<file path="config.mk">
export PLATFORM = sky130hd
export DESIGN_NAME = ibert_test_sequencer
export DESIGN_NICKNAME = d
export VERILOG_FILES = /design/src/rtl/ibert_pkg.sv /design/src/rtl/ibert_sat_acc.sv /design/src/rtl/ibert_test_sequencer.sv
export SDC_FILE = /design/constraint.sdc
export NUM_CORES = 1
export LEC_CHECK = 0
export ABC_AREA = 1
export ABC_CLOCK_PERIOD_IN_PS = 3900
export CAP_MARGIN = 20
export CORE_UTILIZATION = 49
export CTS_BUF_LIST = sky130_fd_sc_hd__clkbuf_8
export CTS_CLUSTER_SIZE = 28
export DETAILED_ROUTE_END_ITERATION = 12
export PLACE_DENSITY = 0.82
export RECOVER_POWER = 25
export SYNTH_ARGS = -nofsm -noshare
export SYNTH_HDL_FRONTEND = slang
export SYNTH_SLANG_ARGS = --single-unit
</file>
<file path="constraint.sdc">
create_clock -name clock -period 3.9 [get_ports clock]
set_input_delay 0.78 -clock clock [delete_from_list [all_inputs] [get_ports clock]]
set_output_delay 0.78 -clock clock [all_outputs]
set_load 0.05 [all_outputs]
</file>
<file path="src/rtl/ibert_pkg.sv">
// Shared types and default widths for the IBERT phase sequencer and its accumulator.
package ibert_pkg;

  localparam int ERR_W = 13;
  localparam int ACC_W = 32;
  localparam int WIN_W = 25;

  typedef enum logic [2:0] {
    S_IDLE    = 3'd0,
    S_LOAD    = 3'd1,
    S_SETTLE  = 3'd2,
    S_MEASURE = 3'd3,
    S_REPORT  = 3'd4
  } seq_state_t;

  typedef struct packed {
    logic [2:0]        ctrl_sig;
    logic [2:0]        val;
    logic signed [2:0] taps;
    logic [WIN_W-1:0]  window;
  } phase_cfg_t;

endpackage

</file>
<file path="src/rtl/ibert_sat_acc.sv">
// Saturating error accumulator and measured-cycle counter for one BER phase.
module ibert_sat_acc #(
  parameter int ERR_W = 13,
  parameter int ACC_W = 32
) (
  input  logic             clock,
  input  logic             reset,
  input  logic             clr_i,
  input  logic             en_i,
  input  logic [ERR_W-1:0] err_i,
  output logic [ACC_W-1:0] errors_o,
  output logic [ACC_W-1:0] cycles_o
);

  // One spare bit above the wider operand so the overflow compare cannot wrap.
  localparam int SUM_W = ((ACC_W > ERR_W) ? ACC_W : ERR_W) + 1;

  logic [ACC_W-1:0] errors_q, errors_d;
  logic [ACC_W-1:0] cycles_q, cycles_d;
  logic [SUM_W-1:0] sum;
  logic [SUM_W-1:0] max_v;

  assign sum   = SUM_W'(errors_q) + SUM_W'(err_i);
  assign max_v = SUM_W'({ACC_W{1'b1}});

  always_comb begin
    errors_d = errors_q;
    cycles_d = cycles_q;
    if (clr_i) begin
      errors_d = '0;
      cycles_d = '0;
    end else if (en_i) begin
      errors_d = (sum > max_v) ? '1 : sum[ACC_W-1:0];
      cycles_d = cycles_q + 1'b1;
    end
  end

  always_ff @(posedge clock) begin
    if (reset) begin
      errors_q <= '0;
      cycles_q <= '0;
    end else begin
      errors_q <= errors_d;
      cycles_q <= cycles_d;
    end
  end

  assign errors_o = errors_q;
  assign cycles_o = cycles_q;

endmodule

</file>
<file path="src/rtl/ibert_test_sequencer.sv">
// Steps through a programmed table of BER test phases: load, settle, measure, report.
//   state     | meaning
//   S_IDLE    | table writable, waiting for start
//   S_LOAD    | drive phase config, reload strobe, clear accumulator
//   S_SETTLE  | wait SETTLE cycles, errors ignored
//   S_MEASURE | accumulate errors for max(window,1) cycles
//   S_REPORT  | present result, advance phase or finish
module ibert_test_sequencer import ibert_pkg::*; #(
  parameter int NUM_PHASES = 4,
  parameter int PHASE_AW   = 2,
  parameter int ERR_W      = ibert_pkg::ERR_W,
  parameter int ACC_W      = ibert_pkg::ACC_W,
  parameter int SETTLE     = 8
) (
  input  logic                clock,
  input  logic                reset,
  input  logic                start,
  input  logic                abort,
  input  logic [PHASE_AW:0]   num_phases,
  input  logic                cfg_we,
  input  logic [PHASE_AW-1:0] cfg_addr,
  input  logic [2:0]          cfg_ctrl_sig,
  input  logic [2:0]          cfg_val,
  input  logic [2:0]          cfg_taps,
  input  logic [24:0]         cfg_window,
  output logic                dut_control,
  output logic                dut_sel,
  output logic [2:0]          dut_ctrl_sig,
  output logic [2:0]          dut_val,
  output logic [2:0]          dut_taps,
  output logic [24:0]         dut_wanted_cl_val,
  input  logic [ERR_W-1:0]    dut_error,
  output logic                busy,
  output logic                done,
  output logic                res_valid,
  output logic [PHASE_AW-1:0] res_phase,
  output logic [ACC_W-1:0]    res_errors,
  output logic [ACC_W-1:0]    res_cycles
);

  seq_state_t          state_q, state_d;
  phase_cfg_t          table_q [NUM_PHASES];
  phase_cfg_t          cur_q, cur_d;
  logic [PHASE_AW-1:0] phase_q, phase_d;
  logic [PHASE_AW:0]   nph_q, nph_d, nph_clamp;
  logic [WIN_W-1:0]    cnt_q, cnt_d;
  logic                done_q, done_d;
  logic [PHASE_AW-1:0] res_phase_q;
  logic [ACC_W-1:0]    res_errors_q, res_cycles_q;
  logic [ACC_W-1:0]    acc_errors, acc_cycles;
  logic                last_phase;
  logic                report_ok;

  assign nph_clamp  = (num_phases > (PHASE_AW+1)'(NUM_PHASES)) ? (PHASE_AW+1)'(NUM_PHASES) : num_phases;
  assign last_phase = (({1'b0, phase_q} + 1'b1) == nph_q);
  assign report_ok  = (state_q == S_REPORT) && !abort;

  always_ff @(posedge clock) begin
    if (reset) state_q <= S_IDLE;
    else       state_q <= state_d;
  end

  always_comb begin
    state_d = state_q;
    case (state_q)
      S_IDLE:    if (start && (nph_clamp != '0)) state_d = S_LOAD;
      S_LOAD:    state_d = S_SETTLE;
      S_SETTLE:  if (cnt_q == '0) state_d = S_MEASURE;
      S_MEASURE: if (cnt_q == '0) state_d = S_REPORT;
      S_REPORT:  state_d = last_phase ? S_IDLE : S_LOAD;
      default:   state_d = S_IDLE;
    endcase
    if (abort && (state_q != S_IDLE)) state_d = S_IDLE;
  end

  always_comb begin
    phase_d = phase_q;
    nph_d   = nph_q;
    cur_d   = cur_q;
    cnt_d   = cnt_q;
    done_d  = 1'b0;
    if ((state_q == S_IDLE) && start) begin
      phase_d = '0;
      nph_d   = nph_clamp;
      done_d  = (nph_clamp == '0);
    end
    if (report_ok) begin
      phase_d = phase_q + 1'b1;
      done_d  = last_phase;
    end
    if (state_d == S_LOAD)      cur_d = table_q[phase_d];
    else if (state_d == S_IDLE) cur_d = '0;
    // One timer serves both waits: reloaded on entry to SETTLE and to MEASURE.
    if (state_q == S_LOAD)
      cnt_d = WIN_W'(SETTLE - 1);
    else if ((state_q == S_SETTLE) && (cnt_q == '0))
      cnt_d = (cur_q.window == '0) ? '0 : cur_q.window - 1'b1;
    else if (cnt_q != '0)
      cnt_d = cnt_q - 1'b1;
  end

  always_ff @(posedge clock) begin
    if (reset) begin
      for (int i = 0; i < NUM_PHASES; i++) table_q[i] <= '0;
      cur_q        <= '0;
      phase_q      <= '0;
      nph_q        <= '0;
      cnt_q        <= '0;
      done_q       <= 1'b0;
      res_phase_q  <= '0;
      res_errors_q <= '0;
      res_cycles_q <= '0;
    end else begin
      if ((state_q == S_IDLE) && cfg_we)
        table_q[cfg_addr] <= {cfg_ctrl_sig, cfg_val, cfg_taps, cfg_window};
      cur_q   <= cur_d;
      phase_q <= phase_d;
      nph_q   <= nph_d;
      cnt_q   <= cnt_d;
      done_q  <= done_d;
      if (report_ok) begin
        res_phase_q  <= phase_q;
        res_errors_q <= acc_errors;
        res_cycles_q <= acc_cycles;
      end
    end
  end

  ibert_sat_acc #(.ERR_W(ERR_W), .ACC_W(ACC_W)) u_acc (
    .clock    (clock),
    .reset    (reset),
    .clr_i    (state_q == S_LOAD),
    .en_i     (state_q == S_MEASURE),
    .err_i    (dut_error),
    .errors_o (acc_errors),
    .cycles_o (acc_cycles)
  );

  // Results read straight from the accumulator in REPORT, then from the held copy.
  always_comb begin
    busy              = (state_q != S_IDLE);
    dut_sel           = busy;
    dut_control       = (state_q == S_LOAD);
    dut_ctrl_sig      = cur_q.ctrl_sig;
    dut_val           = cur_q.val;
    dut_taps          = cur_q.taps;
    dut_wanted_cl_val = cur_q.window;
    done              = done_q;
    res_valid         = report_ok;
    res_phase         = report_ok ? phase_q    : res_phase_q;
    res_errors        = report_ok ? acc_errors : res_errors_q;
    res_cycles        = report_ok ? acc_cycles : res_cycles_q;
  end

endmodule

</file>
Word-level counts from Yosys, hierarchy flattened

Memories as Yosys holds them, arrays and structs flattened.
Cells that the tools add are included.

Register bits after elaboration: 198
Memory bits (writable): 136
Bits of input ports: 57
Output and inout port bits: 105
Logic and storage cells: 79
Memories: 1

Memory list:

| memory  | words | width | rd ports | clocked after memory_dff | write ports | RTL line                   | text |
|---|---|---|---|---|---|---|---|
| table_q | 4     | 34    | 1        | 0                        | 4           | ibert_test_sequencer.sv:42 | `phase_cfg_t table_q [NUM_PHASES];` |

Add/subtract/negate cells: 6
Order comparisons: 2
Equality and inequality tests: 6
Muxes and demuxes: 29
Reductions and logical operators: 20

Operator list:

| kind                                                                               | count |
|---|---|
| 34-bit 2-to-1 mux                                                                  | 3 |
| 32-bit 2-to-1 mux                                                                  | 3 |
| 25-bit 2-to-1 mux                                                                  | 3 |
| 25-bit logical NOT                                                                 | 2 |
| 25-bit by 1-bit subtractor with 25-bit output (second input constant)              | 2 |
| 34-bit OR reduction                                                                | 1 |
| 32-bit by 13-bit adder with 33-bit output                                          | 1 |
| 33-bit by 32-bit greater-than comparator with 1-bit output (second input constant) | 1 |
| 32-bit by 1-bit adder with 32-bit output (second input constant)                   | 1 |
| 25-bit nonzero test                                                                | 1 |
| 3-bit 2-to-1 mux                                                                   | 6 |
| 3-bit one-hot mux with 5 select lines                                              | 1 |
| 3-bit logical NOT                                                                  | 3 |
| 1-bit 2-to-1 mux                                                                   | 9 |
| 3-bit nonzero test                                                                 | 3 |
| 2-bit 2-to-1 mux                                                                   | 4 |
| 3-bit by 1-bit equality test with 1-bit output (second input constant)             | 2 |
| 3-bit by 2-bit equality test with 1-bit output (second input constant)             | 2 |
| 1-bit logical AND                                                                  | 6 |
| 2-bit nonzero test                                                                 | 2 |
| 2-bit by 1-bit adder with 3-bit output (second input constant)                     | 1 |
| 3-bit equality test                                                                | 1 |
| 3-bit equality test (second input constant)                                        | 1 |
| 3-bit greater-than comparator (second input constant)                              | 1 |
| other kinds (3)                                                                    | 3 |

Logic depth before layout (Yosys ltp)

Gate-level depths: netlist of run 1.

Depth in word-level cells: 10
Depth in mapped cells: 14
Gate-level depth less buffers: 14

Modules after synthesis

Synthesis of run 1 repeated with hierarchy kept, for this count alone.

Cell total of the unflattened synthesis: 2459
Area, all modules: 17914.7 µm²

By module, submodules not included:

| module               | instances | cells an instance | area each (µm²) | sequential area each (µm²) |
|---|---|---|---|---|
| ibert_test_sequencer | 1         | 1740              | 13580.5         | 6766.5 |
| ibert_sat_acc        | 1         | 719               | 4334.2          | 1281.2 |

Least setup slack after synthesis of run 1

OpenSTA, ideal clock, no wires.

Path type: input-to-reg
Start: input port cfg_addr[1]
End: memory table_q[2][0] (netlist name) (enable)
Setup time: 472 ps
Arrival: 3526 ps
Data required time: 3428 ps
Setup slack: -98 ps
Stages: 4
Buffers on the path: 0
Cell sequence: inv_1 -> nor2_1 -> clkinv_1 -> o21ai_0

RTL lines:

| item               | RTL line                   | text |
|---|---|---|
| start: declaration | ibert_test_sequencer.sv:21 | `input logic [PHASE_AW-1:0] cfg_addr,` |
| end: declaration   | ibert_test_sequencer.sv:42 |  |

Final worst setup path of run 1

Start: input port abort
End: output port res_cycles[15]

Word-level cells in the longest chain between the ends: 3

Ends and longest elaborated chain:

| item               | RTL line                   | text |
|---|---|---|
| start: declaration | ibert_test_sequencer.sv:18 | `input logic abort,` |
| 1-bit logical NOT  | ibert_test_sequencer.sv:56 | `assign report_ok = (state_q == S_REPORT) && !abort;` |
| 1-bit logical AND  | ibert_test_sequencer.sv:56 |  |
| 32-bit 2-to-1 mux  | n/a                        |  |
| end: declaration   | ibert_test_sequencer.sv:38 | `output logic [ACC_W-1:0] res_cycles` |

Every way passes these cells.

==> metrics.yaml, run 1 <==
outcome:
  status: "finished, violations left"
  failed_checks: "capacitance limit, slew limit"
setup_path:
  crit_chain: "clkdlybuf4s50_1 > inv_1 > nand3_2 > inv_4 > buf_12 > or2_2 > inv_1 > a21oi_1 > buf_12"
  r2r_setup_slack_ps: 430
  critPathMaxStageDelay_ps: 500
  reg2reg_depth: 9
  critPathSlowestCell: "clkdlybuf4s50_1"
  worstReg2RegEnd: "u_acc.errors_o[31]"
  cp-start-kind: "input pin"
  crit_required_ps: 3120
  r2r_start: "state_q[1]"
  critPathArrivalTime_ps: 2850
  worst_setup_path_end_kind: "primary output"
  worstPathMaxFanout: 83
  crit_type: "in2out"
final_layout:
  post-route-cell-area_sq_mm: 0.0211
  nFillCells: 2982
  nets: 2483
  regArea_sq_mm: 0.00805
  drive_gt1_share_pct: 10.9
  multi_input_area_sq_mm: 0.00761
  area_delta_synth_final_pct: 22.9
  fin_util_pct: 61.2
synthesis:
  synth-seq-cells: 334
  synthSimpleGateAreaFrac_pct: 29.0
  synth_edf_count: 136
  synth_area_sq_mm: 0.0172
  yosys_warnings: 0
  synth_top_area_share_pct: 23.8
  async_flop_share_pct: 0
  syn_inst: 2262
  synth_mux_area_share_pct: 0
  synth-adder-area-share_pct: 1.36
  ys_types: 46
  synth_flop_cell: "dfxtp_1"
  avgSynthCellArea_sq_um: 7.58
  synth.largest_area_cell: "edfxtp_1"
  seq_area_frac_synth_pct: 46.9
  synth_compound_area_share_pct: 10.4
  synth.most_common_cell: "nand2_1"
  mappedNetlistNets: 2337
  synthTopCellsByArea: "edfxtp_1 (24%), dfxtp_1 (23%), nand2_1 (11%)"
  synth.top_cells.by_count: "nand2_1 (517), nor2_1 (264), inv_1 (262)"
  synth_xor_area_share_pct: 3.52
  synth_top_family_by_area: "simple AND/OR/NAND/NOR gates"
cts:
  ctsResizeCount: 0
  cts_tree: "yes"
  cts.sinks: 334
  postCtsHoldBufs: 0
  clk_path_buf_depth: 3
  cts_buffers: 56
  clk_latency_ps: 630
  cts_root_buf: "clkbuf_8"
  postCtsSetupBuffers: 0
  clk_pin_slew_ps: 60
  cts.htree.levels: 2
drt:
  via_per_inst: 5.32
  dr.pass1.iters: 5
  ant_nets: 0
  post_drt_wl_per_cell_um: 15.8
  drc_errors: 0
  drt_iter0_drc: 1413
  vias: 15500
  drt_wl_total_um: 45900
placement:
  io_buffers: 161
  placed_area_sq_mm: 0.0199
  hpwl_um: 31500
  gp_congestion: 0.973
grt:
  grt_max_degree: 84
  track_usage_pct: 25.5
  antenna_found_initial: 2
  grt_pass1_vias: 14900
  grt_pass1_wl_um: 74200
  overflow: 0
die:
  num_rows: 68
  dieArea_sq_mm: 0.0358
  coreArea_sq_mm: 0.0345
  ios: 162
  die_h_um: 189
  die_width_um: 189
  start_util_pct: 49.8
worst_hold_path:
  hold_end: "nph_q[2]"
  whs_path_depth: 2
  worstHoldStart: "nph_q[2]"
  hold_class: "reg2reg"
power:
  ir_drop_mv: 0.295
  power.density_mw_per_mm2: 454
  finalPower_mw: 9.56
  power.leakage_nw: 8.87
flow_run:
  maxCapViolations: 2
timing:
  fin_crit_ps: 3630
  fin_skew_ps: 23.0
  rsz0062_at_grt: "false"
  max_freq_ghz: 0.276
  finalSetupTns_ps: 0
  tightest_slew_ps: 1930
  period_share_pct: 93.0
  slew_headroom_pct: -28.4
  hold_violations: 0
  fin_hold_ws_ps: 464
  final-max-slew-violation-count: 115
  finalSetupViolations: 0
==> metrics by stage <==
stage	cells	setup WS (ps)
floorplan	2262	690
global placement	2805	366
detailed placement	2805	334
CTS	2910	318
global route	2911	194
finish	2912	275
==> cell type report <==
cell class	count	share of cell area [%]
Sequential cell	334	38.2
Multi-Input combinational cell	1546	36.1
Timing Repair Buffer	199	12.2
Inverter	271	4.84
Clock buffer	65	4.25
Tap cell	455	2.70
Clock inverter	40	1.67
Antenna cell	2	0.0237
==> placed cells by master (no fill, tap or decap), types with 8 or more instances in the layout <==
cell,n
nand2_1,517
inv_1,280
nor2_1,264
dfxtp_1,198
a21oi_1,172
nand3_1,144
edfxtp_1,136
clkdlybuf4s50_1,90
nor3_1,74
buf_12,70
or2_2,68
a211oi_1,65
clkbuf_8,65
nand4_1,56
o21ai_0,51
xor2_1,47
buf_4,27
xnor2_1,22
ha_1,17
a31oi_1,16
clkinv_2,8
==> flip-flops by register name, summed over array words and instances, names as in the netlist <==
register	flops
done	1
dut_taps	3
table_q	136
cnt_q	25
state_q	3
dut_ctrl_sig	3
res_errors_q	32
dut_wanted_cl_val	25
nph_q	3
res_phase_q	2
u_acc.errors_o	32
res_cycles_q	32
u_acc.cycles_o	32
dut_val	3
phase_q	2
==> metal layers <==
layer | vias to the layer above | GRT usage (%) | part of all wire (%) | wire (um)
li1 | 7713 | - | - | -
met1 | 7144 | 32.5 | 42 | 19200
met2 | 533 | 42.7 | 48 | 22000
met3 | 110 | 4.30 | 6.9 | 3150
met4 | 0 | 10.5 | 3.3 | 1500
met5 | - | 0 | 0 | 0
==> worst max-delay path by stage <==
stage	slack, ps	end	cells past startpoint	from
after floorplan	690	res_errors[22]	7	abort
after global placement	370	res_errors[19]	9	abort
after detailed placement	330	dut_wanted_cl_val[21]	12	abort
after CTS	320	res_cycles[15]	9	abort
after global routing	190	res_errors[5]	9	abort
final	270	res_cycles[15]	9	abort
==> logic make-up after synthesis <==
logic type	Yosys count
AND/OR/NAND/NOR	1144
flip-flops	334
adder cells (fa/ha/maj)	18
buffers and inverters	382
XOR/XNOR	69
AO/OA/AOI/OAI	315
==> critical path: cells and delay by family <==
family                 cells  cell delay [ps]
AND/OR/NAND/NOR            2              340
AO/OA/AOI/OAI              1              260
buffers and inverters      6             1430
==> power by group <==
group | switching, mW | internal, mW
clock | 1.49 | 1.93
combinational | 1.36 | 0.722
sequential | 0.170 | 3.89
Note: power is estimated with default switching activity, not from simulation.
==> run 2, diff against run 1 <==
- CORE_UTILIZATION: 49 -> 40
- PLACE_DENSITY: 0.82 -> 0.7
==> run 2 against run 1 <==
Die area rose by 22%. First-iteration DRC count shrank 19%. Critical path depth down 1. Design area increased by 0.20%. Combinational power about the same. Largest power group unchanged. Sequential cell count stayed put. The flow still finishes with violations (capacitance limit, slew limit). Utilization down 11 points. Clock-buffer cell count rose by 4. Non-clock buffer count decreased by 10. Worst setup slack better by 140 ps. Via count decreased by 1.9%. Cell count increased by 2.6%.
==> metrics.yaml, run 2 (synthesis results as in run 1) <==
outcome:
  status: "finished, violations left"
  failed_checks: "capacitance limit, slew limit"
timing:
  finalSetupViolations: 0
  hold_violations: 0
  finalSetupTns_ps: 0
  final-max-slew-violation-count: 90
  rsz0062_at_grt: "false"
  slew_headroom_pct: -27.6
  fin_crit_ps: 3490
  period_share_pct: 89.4
  max_freq_ghz: 0.287
  tightest_slew_ps: 1910
  fin_skew_ps: 55.2
  finalWorstSetupSlack_ps: 412
  fin_hold_ws_ps: 406
cts:
  cts_tree: "yes"
  cts.htree.levels: 2
  cts_buffers: 59
  cts.sinks: 334
  clk_latency_ps: 660
  cts_root_buf: "clkbuf_8"
  ctsResizeCount: 0
  postCtsSetupBuffers: 0
  postCtsHoldBufs: 0
  clk_pin_slew_ps: 60
  clk_path_buf_depth: 3
final_layout:
  drive_gt1_share_pct: 10.6
  area_delta_synth_final_pct: 23.1
  layout_commonest_cell: "nand2_1"
  regArea_sq_mm: 0.00805
  final_cell_mix: "nand2_1 (517), inv_1 (276), nor2_1 (265), dfxtp_1 (198), a21oi_1 (172)"
  largest_register_ffs: 136
  largest-register: "table_q"
  final_cell_count_no_fill: 2989
  post-route-cell-area_sq_mm: 0.0211
  nFillCells: 3968
  fin_util_pct: 50.1
  multi_input_area_sq_mm: 0.00759
  nets: 2476
power:
  ir_drop_mv: 0.439
  finalPower_mw: 9.46
  power.density_mw_per_mm2: 448
  power.leakage_nw: 8.82
placement:
  dp_slack_ps: 491
  place_inst: 2879
  placed_area_sq_mm: 0.0199
  io_buffers: 161
  hpwl_um: 32000
  gp_congestion: 0.927
setup_path:
  worst_setup_path_end_kind: "primary output"
  r2r_setup_slack_ps: 620
  crit_chain: "nor2_1 > nand3_2 > inv_4 > buf_12 > or2_2 > inv_1 > a21oi_1 > buf_12"
  critPathSlowestCell: "dfxtp_1"
  crit_required_ps: 3120
  crit_family: "buffers and inverters"
  crit_type: "reg2out"
  worstPathMaxFanout: 77
  cp-start-kind: "flop"
  crit_buf_inv: 4
  critPathMostFrequentCell: "buf_12"
  critPathMaxStageDelay_ps: 350
  critPathArrivalTime_ps: 2710
die:
  start_util_pct: 40.7
  coreArea_sq_mm: 0.0421
  die_width_um: 209
  ios: 162
  num_rows: 75
  dieArea_sq_mm: 0.0437
  die_h_um: 209
flow_run:
  maxCapViolations: 4
drt:
  drc_errors: 0
  dr.pass1.iters: 7
  ant_nets: 0
  via_per_inst: 5.09
  drt_wl_total_um: 46400
  drt_iter0_drc: 1146
  vias: 15200
  post_drt_wl_per_cell_um: 15.5
grt:
  grt_pass1_wl_um: 74100
  track_usage_pct: 21.1
  grt_pass1_vias: 14500
  overflow: 0
  grt_max_degree: 78
  antenna_found_initial: 1
worst_hold_path:
  hold_class: "in2reg"
-- run 2: path summary, 6_finish.rpt --
path         startpoint             end  cells past startpoint
max          state_q[1]   res_cycles[5]                      8
min               reset      state_q[1]                      2
max reg2reg  state_q[1]  table_q[2][33]                      4
min reg2reg    nph_q[1]        nph_q[1]                      2
-- run 2: power breakdown --
part	leakage (nW)	switching [mW]	internal, mW
combinational	5.12	1.34	0.726
clock	0.677	1.51	1.82
sequential	3.02	0.171	3.89
-- run 2: layout make-up --
type                            count  share of cell area [%]
Tap cell                          539                    3.19
Inverter                          271                    4.83
Clock buffer                       69                    4.50
Clock inverter                     39                    1.29
Timing Repair Buffer              189                    12.1
Sequential cell                   334                    38.1
Antenna cell                        2                  0.0237
Multi-Input combinational cell   1546                    36.0
-- run 2: worst register-to-register path, delay by kind of cell (launching register included) --
family          cells  cell delay [ps]
buf+inv             1              580
compound gates      1             1400
flops               1              350
simple gates        2              600
-- run 2: routing by layer --
layer / track usage, % / share of wire (%) / vias up
li1: - / - / 7710
met1: 27.3 / 45 / 6988
met2: 35.1 / 47 / 440
met3: 4.51 / 6.1 / 73
met4: 6.16 / 2.0 / 0
met5: 0 / 0 / -
==> run 3, diff against run 2 <==
- SKIP_CTS_REPAIR_TIMING: default -> 1
==> results of run 3 <==
Final layout, timing and power as in run 2 (identical DEF).
